$ cat config.mk
export PLATFORM = sky130hd
export DESIGN_NAME = rs_encoder
export DESIGN_NICKNAME = d
export VERILOG_FILES = /design/src/rtl/rs_pkg.sv /design/src/rtl/gf256_const_mult.sv /design/src/rtl/rs_encoder.sv
export SDC_FILE = /design/constraint.sdc
export NUM_CORES = 1
export LEC_CHECK = 0
export CORE_UTILIZATION = 30
export CTS_CLUSTER_SIZE = 25
export DETAILED_ROUTE_END_ITERATION = 8
export GPL_TIMING_DRIVEN = 0
export HOLD_SLACK_MARGIN = 0.1
export SLEW_MARGIN = 0
export SYNTH_ARGS = -nofsm -noshare
export SYNTH_HDL_FRONTEND = slang
export SYNTH_SLANG_ARGS = --single-unit
$ cat constraint.sdc
create_clock -name i_clk -period 2.4 [get_ports i_clk]
set_input_delay 0.24 -clock i_clk [delete_from_list [all_inputs] [get_ports i_clk]]
set_output_delay 0.24 -clock i_clk [all_outputs]
set_load 0.1 [all_outputs]
$ cat src/rtl/rs_pkg.sv
// Shared Reed-Solomon constants for GF(256) encoder and syndrome decoder.
// Holds the field polynomial, parity count, generator taps and the encoder state type.
package rs_pkg;

    localparam int unsigned NumParity = 4;
    localparam logic [8:0]  FieldPoly = 9'h11D;

    // g(x) = x^4 + 15x^3 + 54x^2 + 120x + 64, roots 1, a, a^2, a^3
    localparam logic [7:0] GenC3 = 8'd15;
    localparam logic [7:0] GenC2 = 8'd54;
    localparam logic [7:0] GenC1 = 8'd120;
    localparam logic [7:0] GenC0 = 8'd64;

    typedef enum logic [1:0] {
        StIdle,
        StMsg,
        StPar
    } rs_state_e;

    function automatic logic [7:0] gf_xtime(input logic [7:0] a);
        gf_xtime = {a[6:0], 1'b0} ^ (a[7] ? FieldPoly[7:0] : 8'h00);
    endfunction

endpackage

$ cat src/rtl/gf256_const_mult.sv
// Combinational GF(256) multiply by a fixed constant C (field polynomial from rs_pkg).
module gf256_const_mult
    import rs_pkg::*;
#(
    parameter logic [7:0] C = 8'h01
) (
    input  logic [7:0] din_i,
    output logic [7:0] dout_o
);

    // Shift-and-add over the constant's set bits; folds to an XOR network.
    always_comb begin
        logic [7:0] p;
        dout_o = 8'h00;
        p      = din_i;
        for (int i = 0; i < 8; i++) begin
            if (C[i]) begin
                dout_o = dout_o ^ p;
            end
            p = gf_xtime(p);
        end
    end

endmodule

$ cat src/rtl/rs_encoder.sv
// Systematic RS(K+4, K) encoder over GF(256) with ready/valid streaming on both sides.
// Define RS_ENC_PARITY_INV_EN to emit parity symbols XORed with 0xFF.
module rs_encoder
    import rs_pkg::*;
#(
    parameter int unsigned K = 28
) (
    input  logic       i_clk,
    input  logic       i_rst,
    input  logic       i_start,
    input  logic       i_valid,
    input  logic [7:0] i_data,
    output logic       o_ready,
    output logic       o_valid,
    output logic [7:0] o_data,
    output logic       o_last,
    input  logic       i_ready,
    output logic       o_busy
);

    localparam int unsigned     CntW    = (K > 1) ? $clog2(K) : 1;
    localparam logic [CntW-1:0] LastMsg = CntW'(K - 1);
    localparam int unsigned     ParW    = $clog2(NumParity);
    localparam logic [ParW-1:0] LastPar = ParW'(NumParity - 1);

`ifdef RS_ENC_PARITY_INV_EN
    localparam logic [7:0] ParMask = 8'hFF;
`else
    localparam logic [7:0] ParMask = 8'h00;
`endif

    rs_state_e       state_q, state_d;
    logic [7:0]      r3_q, r2_q, r1_q, r0_q;
    logic [7:0]      r3_d, r2_d, r1_d, r0_d;
    logic [CntW-1:0] msg_cnt_q, msg_cnt_d;
    logic [ParW-1:0] par_cnt_q, par_cnt_d;
    logic [7:0]      data_q, data_d;
    logic            valid_q, valid_d;
    logic            last_q, last_d;

    logic [7:0] fb, m3, m2, m1, m0;
    logic       out_free, accept;

    assign out_free = !valid_q || i_ready;
    assign o_ready  = (state_q == StMsg) && out_free;
    assign accept   = i_valid && o_ready;
    // Feedback is forced to zero outside MSG so parity readout is a plain shift.
    assign fb       = (state_q == StMsg) ? (i_data ^ r3_q) : 8'h00;

    gf256_const_mult #(.C(GenC3)) u_mult3 (.din_i(fb), .dout_o(m3));
    gf256_const_mult #(.C(GenC2)) u_mult2 (.din_i(fb), .dout_o(m2));
    gf256_const_mult #(.C(GenC1)) u_mult1 (.din_i(fb), .dout_o(m1));
    gf256_const_mult #(.C(GenC0)) u_mult0 (.din_i(fb), .dout_o(m0));

    always_comb begin
        state_d   = state_q;
        r3_d      = r3_q;
        r2_d      = r2_q;
        r1_d      = r1_q;
        r0_d      = r0_q;
        msg_cnt_d = msg_cnt_q;
        par_cnt_d = par_cnt_q;
        data_d    = data_q;
        valid_d   = valid_q;
        last_d    = last_q;

        if (out_free) begin
            valid_d = 1'b0;
            last_d  = 1'b0;
        end

        case (state_q)
            StIdle: begin
                if (i_start) begin
                    state_d   = StMsg;
                    r3_d      = 8'h00;
                    r2_d      = 8'h00;
                    r1_d      = 8'h00;
                    r0_d      = 8'h00;
                    msg_cnt_d = '0;
                    par_cnt_d = '0;
                end
            end
            StMsg: begin
                if (accept) begin
                    data_d  = i_data;
                    valid_d = 1'b1;
                    r3_d    = r2_q ^ m3;
                    r2_d    = r1_q ^ m2;
                    r1_d    = r0_q ^ m1;
                    r0_d    = m0;
                    if (msg_cnt_q == LastMsg) begin
                        state_d   = StPar;
                        msg_cnt_d = '0;
                    end else begin
                        msg_cnt_d = msg_cnt_q + CntW'(1);
                    end
                end
            end
            StPar: begin
                if (valid_q && last_q) begin
                    // Final parity leaves this cycle; a coincident start skips IDLE.
                    if (i_ready) begin
                        state_d = StIdle;
                        if (i_start) begin
                            state_d   = StMsg;
                            r3_d      = 8'h00;
                            r2_d      = 8'h00;
                            r1_d      = 8'h00;
                            r0_d      = 8'h00;
                            msg_cnt_d = '0;
                            par_cnt_d = '0;
                        end
                    end
                end else if (out_free) begin
                    data_d    = r3_q ^ ParMask;
                    valid_d   = 1'b1;
                    last_d    = (par_cnt_q == LastPar);
                    r3_d      = r2_q ^ m3;
                    r2_d      = r1_q ^ m2;
                    r1_d      = r0_q ^ m1;
                    r0_d      = m0;
                    par_cnt_d = par_cnt_q + ParW'(1);
                end
            end
            default: begin
                state_d = StIdle;
            end
        endcase
    end

    always_ff @(posedge i_clk or posedge i_rst) begin
        if (i_rst) begin
            state_q   <= StIdle;
            r3_q      <= 8'h00;
            r2_q      <= 8'h00;
            r1_q      <= 8'h00;
            r0_q      <= 8'h00;
            msg_cnt_q <= '0;
            par_cnt_q <= '0;
            data_q    <= 8'h00;
            valid_q   <= 1'b0;
            last_q    <= 1'b0;
        end else begin
            state_q   <= state_d;
            r3_q      <= r3_d;
            r2_q      <= r2_d;
            r1_q      <= r1_d;
            r0_q      <= r0_d;
            msg_cnt_q <= msg_cnt_d;
            par_cnt_q <= par_cnt_d;
            data_q    <= data_d;
            valid_q   <= valid_d;
            last_q    <= last_d;
        end
    end

    assign o_data  = data_q;
    assign o_valid = valid_q;
    assign o_last  = last_q;
    assign o_busy  = (state_q != StIdle) || valid_q;

endmodule
Word-level counts from Yosys, hierarchy flattened
Cells that the tools add are included.
{"block": "totals", "regBits": 51, "input_bits": 13, "word_cells": 122}
{"block": "op_classes", "addsub": 2, "n_eq_ne": 13, "mux": 62, "n_bitwise": 19, "reduce_logical": 16}
{"op": "$mux W8", "n": 24}
{"op": "$xor A8 B8 Y8", "n": 18}
{"op": "$pmux W8 S3", "n": 4}
{"op": "$mux W5", "n": 11}
{"op": "$mux W2", "n": 9}
{"op": "$pmux W8 S2", "n": 1}
{"op": "$pmux W5 S3", "n": 1}
{"op": "$ne A2 B2 Y1 const B", "n": 6}
{"op": "$reduce_and A4 Y1", "n": 3}
{"op": "$mux W1", "n": 9}
{"op": "$xor A8 B5 Y8", "n": 1}
{"op": "$ne A3 B3 Y1 const B", "n": 2}
{"op": "$pmux W2 S3", "n": 1}
{"op": "$reduce_bool A2 Y1", "n": 3}
{"op": "$add A5 B1 Y5 const B", "n": 1}
{"op": "$eq A5 B5 Y1 const B", "n": 1}
{"op": "$reduce_and A5 Y1", "n": 1}
{"op": "$eq A2 B2 Y1 const B", "n": 2}
{"op": "$pmux W2 S2", "n": 1}
{"op": "$logic_and A1 B1 Y1", "n": 3}
{"op": "$reduce_and A3 Y1", "n": 1}
{"op": "$reduce_bool A3 Y1", "n": 1}
{"op": "$add A2 B1 Y2 const B", "n": 1}
{"op": "$eq A2 B1 Y1 const B", "n": 1}
{"op": "other kinds (5)", "n": 6}

Depth between registers and ports, before layout
Gate-level depths: netlist of the first run.
{"block": "depth", "depth_word": 19, "mapped_depth": 9, "mapped_depth_nobuf": 8}

Hierarchy
A second synthesis of the first run with hierarchy kept.
{"block": "hier_totals", "hier_cells": 291, "hier_area_um2": 3301.9}
{"mod": "rs_encoder", "n_inst": 1, "cells_per_inst": 230, "area_per_inst_um2": 2653.8, "seq_area_each_um2": 1276.2}
{"mod": "gf256_const_mult at u_mult3", "n_inst": 1, "cells_per_inst": 15, "area_per_inst_um2": 193.9, "seq_area_each_um2": 0.0}
{"mod": "gf256_const_mult at u_mult1", "n_inst": 1, "cells_per_inst": 17, "area_per_inst_um2": 171.4, "seq_area_each_um2": 0.0}
{"mod": "gf256_const_mult at u_mult2", "n_inst": 1, "cells_per_inst": 14, "area_per_inst_um2": 143.9, "seq_area_each_um2": 0.0}
{"mod": "gf256_const_mult at u_mult0", "n_inst": 1, "cells_per_inst": 15, "area_per_inst_um2": 138.9, "seq_area_each_um2": 0.0}

Least setup slack after synthesis of the first run
No wires, ideal clock.
{"block": "synth_timing", "path_type": "register -> output", "startpoint": "register valid_q (netlist: o_valid)", "endpoint": "output o_ready", "arrival_time_ns": 2.326, "t_required_ns": 2.160, "slack_ns": -0.166, "stages_incl_launch_ff": 3, "n_path_buf": 0, "path_cell_list": "dfrtp_1 -> nor2b_1 -> nor2_1"}
{"block": "synth_between", "elab_chain_cells": 3}
{"element": "from (decl)", "line": "rs_encoder.sv:38", "rtl": "logic valid_q, valid_d;"}
{"element": "from (signal assigned)", "line": "rs_encoder.sv:153", "rtl": "valid_q <= valid_d;"}
{"element": "$logic_not A1 Y1", "line": "rs_encoder.sv:44", "rtl": "assign out_free = !valid_q || i_ready;"}
{"element": "$logic_or A1 B1 Y1", "line": "rs_encoder.sv:44"}
{"element": "$logic_and A1 B1 Y1", "line": "rs_encoder.sv:45", "rtl": "assign o_ready = (state_q == StMsg) && out_free;"}
{"element": "to (decl)", "line": "rs_encoder.sv:13", "rtl": "output logic o_ready,"}
Every way passes these cells.

Worst setup path in the final report of the first run
{"block": "layout_timing", "startpoint": "register r3_q[7]", "endpoint": "register r1_q[4]"}
{"block": "layout_between", "elab_chain_cells": 15}
{"element": "from (decl)", "line": "rs_encoder.sv:33", "rtl": "logic [7:0] r3_q, r2_q, r1_q, r0_q;"}
{"element": "from (signal assigned)", "line": "rs_encoder.sv:146", "rtl": "r3_q <= r3_d;"}
{"element": "$xor A8 B8 Y8 (*)", "line": "rs_encoder.sv:48", "rtl": "assign fb = (state_q == StMsg) ? (i_data ^ r3_q) : 8'h00;"}
{"element": "$mux W8 (*)", "line": "rs_encoder.sv:48"}
{"element": "$mux W5 (*)", "line": "rs_pkg.sv:21", "rtl": "gf_xtime = {a[6:0], 1'b0} ^ (a[7] ? FieldPoly[7:0] : 8'h00);"}
{"element": "$xor A8 B5 Y8 (*)", "line": "rs_pkg.sv:21"}
{"element": "$xor A8 B8 Y8 (*) (2 in a row)", "line": "rs_pkg.sv:21"}
{"element": "$xor A8 B8 Y8", "line": "rs_pkg.sv:21"}
{"element": "$mux W5 or $xor A8 B8 Y8 (tied branches)", "line": "rs_pkg.sv:21"}
{"element": "$xor A8 B8 Y8 or $mux W5 (tied branches)"}
{"element": "$xor A8 B8 Y8, on equally long branches"}
{"element": "$xor A8 B8 Y8 (*)", "line": "gf256_const_mult.sv:18", "rtl": "dout_o = dout_o ^ p;"}
{"element": "$xor A8 B8 Y8 (*)", "line": "rs_encoder.sv:90, rs_encoder.sv:121"}
{"element": "$mux W8", "line": "rs_encoder.sv:115", "rtl": "end else if (out_free) begin"}
{"element": "$mux W8", "line": "rs_encoder.sv:101", "rtl": "if (valid_q && last_q) begin"}
{"element": "$pmux W8 S3 (*)", "line": "rs_encoder.sv:72", "rtl": "case (state_q)"}
{"element": "to (signal assigned)", "line": "rs_encoder.sv:148", "rtl": "r1_q <= r1_d;"}
{"element": "to (decl)", "line": "rs_encoder.sv:33"}
Mark *: on every way between the ends. The rest lies on a longest branch, timed or not. The select of a mux whose other input is x is not followed.
A chain may end at the register's enable or synchronous reset.

==> run_results.csv, run 1 <==
group,metric,value,unit
floorplanning,core,10500,um^2
synth,synth-compound-area-share,14.0,%
sta,timing.fmax,421,MHz
placed_design,place.gp.congestion,0.849,
sta,setup_violations,0,
synth,synth_xor_area_share,27.4,%
setup_path,worstPathArrival,2.58,ns
synth,yosysWarnings,0,
placed_design,hpwl,5.80,mm
setup_path,cp.required,2.60,ns
synth,synth_area,3310,um^2
sta,finalClockSkew,0.00748,ns
drt,drcViolationCount,0,
synth,synth_area_leader_cell,"dfrtp_1",
floorplanning,fp.dieH,107,um
layout,nets,396,
synth,syn_nets,351,
drt,firstDrtPassIters,4,
setup_path,endpoint,"r1_q[4]",
synth,synthCells,332,
sta,slew_violations,0,
drt,routed_wl,8.17,mm
global_routing,grt_usage,15.6,%
layout,nFillCells,1011,
floorplanning,initial_core_util,31.5,%
layout,area_growth,24.1,%
sta,min_period,2.38,ns
setup_path,cpPeakStageDelay,0.48,ns
layout,seqCellArea,1280,um^2
clock_tree,cts-buffers-inserted,5,
synth,synth-simple-area-share,11.6,%
sta,max_slew_margin,34.9,%
setup_path,crit_fanout,4,
global_routing,use_met2,24.4,%
drt,ant_nets,0,
setup_path,r2r-end,"r1_q[4]",
global_routing,busiest_layer,"met2",
clock_tree,path_clk_slew,0.09,ns
synth,synthTopCellsByArea,"dfrtp_1 (39%), xnor2_1 (11%), xnor3_1 (7.5%), nand2_1 (5.8%), o21ai_0 (4.8%)",
run_status,outcome,"finished clean",
sta,hold_slack,0.315,ns
sta,max_slew.worst_pin.slew,0.973,ns
synth,synth_top_area_share,38.6,%
synth,synth-main-ff-cell,"dfrtp_1",
clock_tree,htree_levels,2,
global_routing,grtUsageMet3,3.22,%
clock_tree,cts_tree,"yes",
layout,drive_gt1_share,16.4,%
setup_path,critPathLaunchType,"register",
synth,synth_edf_count,0,
synth,synth.distinct_cells,43,
global_routing,use_met1,21.4,%
sta,fin_crit_sh,99.1,%
floorplanning,io_pins,25,
setup_path,slowest_stage,"dfrtp_2",
synth,syn_area_per_cell,9.97,um^2
synth,synth_fa_ha_area_share,2.27,%
synth,synth.mux.area_fraction,3.74,%
clock_tree,cts_sinks,51,
sta,hold_viol,0,
sta,final.setup.worst_slack,0.0227,ns
global_routing,grt_overflow,0,
layout,insertedDiodeCount,0,
synth,synth_top_family_by_area,"XOR/XNOR gates",
global_routing,grt_pass1_wl,13.4,mm
clock_tree,clk_latency,0.31,ns
worst_hold_path,holdCritPathClass,"in2async",
floorplanning,die_w,107,um
drt,via_per_inst,4.87,
placed_design,port_buffers,24,
synth,ys_seq_area_share,38.6,%
setup_path,crit_chain,"xnor2_2 > buf_4 > xnor3_2 > xor2_2 > and2_2 > xnor3_1 > a22o_1",
synth,async_reset_ff_share,100,%
layout,multi_input_area,2110,um^2
placed_design,dpl_worst_slack,-0.775,ns
drt,vias,2502,
setup_path,worstSetupPathType,"reg2reg",
setup_path,r2r_start,"r3_q[7]",
sta,rsz0062_at_grt,"yes",
drt,drt_iter0_markers,135,
global_routing,grt_pass1_vias,2468,
global_routing,grt_max_degree,27,
flow_run,max-cap-violations,0,
clock_tree,root_buffer,"clkbuf_8",
global_routing,antenna_found_initial,0,
clock_tree,clockBufferDepth,2,
drt,wl_per_cell,15.9,um
setup_path,reg2reg_slack,0.02,ns
setup_path,rr_worst_depth,7,
floorplanning,die_area,11500,um^2
setup_path,crit_path_end_kind,"register",
synth,synth-seq-cells,51,
floorplanning,row_count,37,
setup_path,cp-startpoint,"r3_q[7]",
[cells by family after synthesis]
logic type,Yosys count
compound gates,76
flops,51
buf+inv,21
fa+ha+maj,6
xor+xnor,76
simple gates,90
mux,12
[area by class of cell]
class,count,share of cell area [%]
inverter,8,0.731
sequential,51,31.2
clock buffer,8,2.44
buffer,12,1.40
tap,136,4.14
timing repair buffer,39,8.81
multi-input combinational,260,51.3
[repair_timing]
action / in CTS / in global routing
pin swaps: 7 / 4
resized for setup: 33 / 15
hold buffers: 0 / 0
buffers inserted: 7 / 7
endpoints found under the setup margin: 37 / 18
cloned: 0 / 0
[routing by layer]
layer / part of all wire (%) / vias up
li1: - / 1206
met1: 48 / 1226
met2: 46 / 64
met3: 4.5 / 6
met4: 1.4 / 0
met5: 0 / -
[flip-flops by register name (all words and copies together) (netlist names), named ones only]
name       count
r3_q           8
state_q        2
r1_q           8
msg_cnt_q      5
r0_q           8
o_valid        1
o_data         8
r2_q           8
par_cnt_q      2
[critical path: cells and delay by family, from the launching register on]
family	cells	cell delay (ns)
DFF	1	0.48
AOI/OAI and AO/OA	1	0.21
xor gates and xnor gates	4	1.17
buffers and inverters	1	0.15
and+or+nand+nor	1	0.27
[layout by cell type, fill, tap and decap left out, types with 2 or more instances in the layout]
cell,instances
xor2_1,13
a22o_1,8
ha_1,6
nor2_1,15
xnor2_4,4
dlygate4sd2_1,3
mux2i_1,11
clkbuf_1,4
and3_1,2
nand3_1,3
clkdlybuf4s50_1,19
clkbuf_4,2
xnor2_1,34
a211o_1,2
nor3_1,4
o21ai_1,3
nand2b_1,7
a32o_1,3
dfrtp_2,3
a21o_1,2
buf_4,14
nand2_1,50
clkbuf_2,6
xnor2_2,4
nor2_2,2
xor2_4,2
a21oi_1,18
xnor3_1,9
dfrtp_1,48
xor2_2,5
o21ai_0,32
inv_1,7
xnor3_2,2
clkbuf_8,7
[synthesized netlist by cell type, types with 2 or more instances]
cell / instances
a21oi_1: 19
a32o_1: 3
clkbuf_1: 10
and3_1: 2
dfrtp_1: 51
a211o_1: 2
xnor3_1: 11
nor3_1: 4
ha_1: 6
xnor2_1: 40
buf_1: 2
xnor2_2: 2
o21ai_0: 32
mux2i_1: 11
a21o_1: 2
a22o_1: 8
xor2_1: 18
nand3_1: 3
nand2_1: 51
inv_1: 8
o21ai_1: 3
nor2_1: 17
nand2b_1: 7
[how the worst min path moves through the flow]
stage,slack (ns),start,endpoint
final,0.32,i_rst,async pin
after global routing,0.36,i_rst,async pin
after CTS,0.34,i_rst,async pin
after detailed placement,0.47,r1_q[2],r1_q[2]
after global placement,0.47,par_cnt_q[0],par_cnt_q[0]
after floorplan,0.44,i_start,state_q[0]
[through the flow]
stage	cell area (um^2)	util (%)	cells	setup TNS (ns)
2_1_floorplan	3310	-	332	0
3_3_place_gp	3720	35.4	492	-18.98
3_5_place_dp	3740	35.6	493	-12.54
4_1_cts	4030	38.4	508	-0.0284
5_1_grt	4110	39.1	514	-0.130
6_report	4110	39.1	514	0
Power of run 1 is left out: the tool's default activity adds up to more than one toggle a clock period on the data nets, which glitch-free logic cannot reach.
==> run 2: changes to the inputs <==
--- a/config.mk
+++ b/config.mk
@@ -5,6 +5,8 @@
 export SDC_FILE = /design/constraint.sdc
 export NUM_CORES = 1
 export LEC_CHECK = 0
+export ABC_AREA = 1
+export ABC_CLOCK_PERIOD_IN_PS = 2400
 export CORE_UTILIZATION = 30
 export CTS_CLUSTER_SIZE = 25
 export DETAILED_ROUTE_END_ITERATION = 8
@@ -13,4 +15,5 @@
 export SLEW_MARGIN = 0
 export SYNTH_ARGS = -nofsm -noshare
 export SYNTH_HDL_FRONTEND = slang
+export SYNTH_HIERARCHICAL = 1
 export SYNTH_SLANG_ARGS = --single-unit
==> run_results.csv, run 2 <==
group,metric,value,unit
synth,syn_area_per_cell,6.90,um^2
layout,utilization,41.0,%
synth,synth-main-ff-cell,"dfrtp_1",
global_routing,antenna_found_initial,0,
drt,via_per_inst,4.40,
synth,synth-seq-cells,51,
drt,met2_length,5.41,mm
sta,finalClockSkew,0.00751,ns
global_routing,grt_pass1_vias,3820,
clock_tree,cts-buffers-inserted,5,
floorplanning,die_area,15600,um^2
run_status,outcome,"finished clean",
sta,max_slew_margin,32.9,%
clock_tree,cts_tree,"yes",
layout,layout_common_cells,"nand2_1 (259), inv_1 (62), nand2_2 (57), dfrtp_1 (50), xor2_1 (39)",
flow_run,max-cap-violations,0,
sta,rsz0062_at_grt,"yes",
clock_tree,htree_levels,2,
layout,final_common_cell,"nand2_1",
setup_path,crit_fanout,3,
drt,firstDrtPassIters,4,
drt,drt_iter0_markers,160,
worst_hold_path,holdCritPathClass,"in2async",
floorplanning,initial_core_util,31.0,%
sta,hold_viol,0,
global_routing,grt_max_degree,30,
synth,yosysMostFrequentCell,"nand2_1",
sta,fin_tns_setup,0,ns
drt,wl_per_cell,12.3,um
layout,multi_input_area,3030,um^2
setup_path,critPathLaunchType,"register",
synth,yosys-top-cells-count,"nand2_1 (301), inv_1 (67), dfrtp_1 (51)",
placed_design,place.gp.congestion,0.767,
layout,stdcell_count,917,
drt,top_layer,"met4",
synth,synthTopCellsByArea,"dfrtp_1 (28%), nand2_1 (25%), xor2_1 (8.3%), inv_1 (5.6%), xnor2_1 (5.2%)",
sta,setup_violations,0,
synth,synthCells,655,
sta,timing.fmax,430,MHz
setup_path,worstSetupPathType,"reg2out",
floorplanning,die_w,125,um
clock_tree,clk_latency,0.30,ns
floorplanning,io_pins,25,
drt,drcViolationCount,0,
sta,fin_crit_sh,96.8,%
synth,synth_top_area_share,28.2,%
layout,seqCellArea,1280,um^2
global_routing,grt_overflow,0,
setup_path,crit_chain,"inv_2 > buf_4 > ha_1 > inv_1 > or2_2 > dlygate4sd2_1",
synth,synth_area,4520,um^2
placed_design,port_buffers,24,
synth,synth_area_leader_cell,"dfrtp_1",
synth,async_reset_ff_share,100,%
synth,synth_edf_count,0,
placed_design,dp_cells,864,
layout,insertedDiodeCount,0,
global_routing,grt_pass1_wl,18.6,mm
setup_path,cp.required,2.16,ns
clock_tree,clockBufferDepth,2,
clock_tree,cts_sinks,51,
layout,nFillCells,1490,
setup_path,crit_buf_inv,4,
sta,min_period,2.32,ns
drt,vias,4038,
sta,max_slew.worst_pin.slew,1.00,ns
floorplanning,core,14600,um^2
layout,nets,752,
floorplanning,row_count,44,
setup_path,worstPathArrival,2.08,ns
placed_design,placedInstanceArea,5080,um^2
drt,ant_nets,0,
floorplanning,fp.dieH,125,um
setup_path,crit_path_end_kind,"output pin",
setup_path,cpPeakStageDelay,0.84,ns
layout,drive_gt1_share,28.4,%
synth,syn_nets,675,
synth,yosysWarnings,6,
layout,design_area,5980,um^2
setup_path,crit_family,"buffers and inverters",
synth,synth.distinct_cells,34,
synth,ys_seq_area_share,28.2,%
clock_tree,root_buffer,"clkbuf_16",
placed_design,hpwl,7.63,mm
drt,met1_length,5.29,mm
setup_path,slowest_stage,"dlygate4sd2_1",
clock_tree,path_clk_slew,0.07,ns
sta,slew_violations,0,
drt,route.met3.wl,437,um
layout,area_growth,32.3,%
drt,routed_wl,11.2,mm
global_routing,grt_usage,14.7,%
## run 2: cell types whose count changed after synthesis, moves of 11 or more
| cell | change |
|---|---|
| buf_6 | +14 |
| xor2_1 | +25 |
| nand3_1 | +20 |
| inv_2 | +13 |
| nand2_2 | +20 |
| xnor3_1 | -11 |
| a21oi_1 | -13 |
| xnor2_1 | -13 |
| nand2_1 | +250 |
| inv_1 | +59 |
| o21ai_0 | -29 |
## run 2: per-stage QoR
step	setup slack, ns	hold slack [ns]
global placement	-0.526	0.466
floorplan	-0.00174	0.352
detailed placement	-0.566	0.470
CTS	0.00385	0.327
global route	-0.0646	0.363
finish	0.0765	0.305
## run 2: cells by family (layout without fill, tap and decap cells)
kind of cell	count (synthesis)	after routing	synth area share, %
AND/OR/NAND/NOR	380	380	36.4
buffers and inverters	102	180	11.4
XOR/XNOR	74	74	15.0
flip-flops	51	51	28.2
AO/OA/AOI/OAI	33	33	5.15
multiplexers	8	8	1.77
adder cells (fa/ha/maj)	7	7	1.94
## run 2: metal layers
| layer | global-route usage, % | vias up |
|---|---|---|
| met1 | 19.9 | 1863 |
| li1 | - | 2110 |
| met2 | 25.1 | 55 |
| met5 | 0 | - |
| met3 | 1.50 | 10 |
| met4 | 3.12 | 0 |
## run 2: timing repair
| action | in CTS | in global routing |
|---|---|---|
| hold buffers | 0 | 0 |
| gates resized for setup | 21 | 70 |
| pin swaps | 12 | 49 |
| cloned | 1 | 0 |
| setup endpoints to repair | 33 | 18 |
| buffers inserted | 31 | 14 |
## run 2: path summary, 6_finish.rpt
path / start / to / slack, ns / cells after the start
max: state_q[1] / o_busy / 0.08 / 6
max reg2reg: state_q[1] / r3_q[4] / 0.10 / 21
min in group i_clk: par_cnt_q[0] / par_cnt_q[0] / 0.48 / 1
min reg2reg: par_cnt_q[0] / par_cnt_q[0] / 0.48 / 1
min: i_rst / o_data[7] / 0.30 / 2
max in group asynchronous: i_rst / r0_q[4] / 1.54 / 3
## run 2: layout make-up
| class | instances | area share, % |
|---|---|---|
| repair buffers | 71 | 11.9 |
| clock inverters | 2 | 0.649 |
| flip-flops and latches | 51 | 21.4 |
| inverters | 83 | 5.63 |
| well taps | 184 | 3.85 |
| plain buffers | 18 | 3.62 |
| multi-input cells | 502 | 50.7 |
| clock buffers | 6 | 2.32 |
## run 2: worst reg2reg max path, cell delays in order (launching register included)
cell and delay [ns]:
dfrtp_1 0.39, inv_2 0.08, ha_4 0.17, inv_8 0.05, buf_12 0.14, nor2_4 0.12, buf_12 0.15, buf_8 0.15
inv_8 0.05, nand2_8 0.08, nand3_2 0.08, nand2_2 0.10, inv_2 0.04, nand2_2 0.06, nand2_1 0.05, nand2_1 0.06
nand2_2 0.08, xor2_2 0.18, nand2_1 0.07, inv_1 0.03, nand2_1 0.05, nand2_1 0.04
Power of run 2 is left out for the same reason.
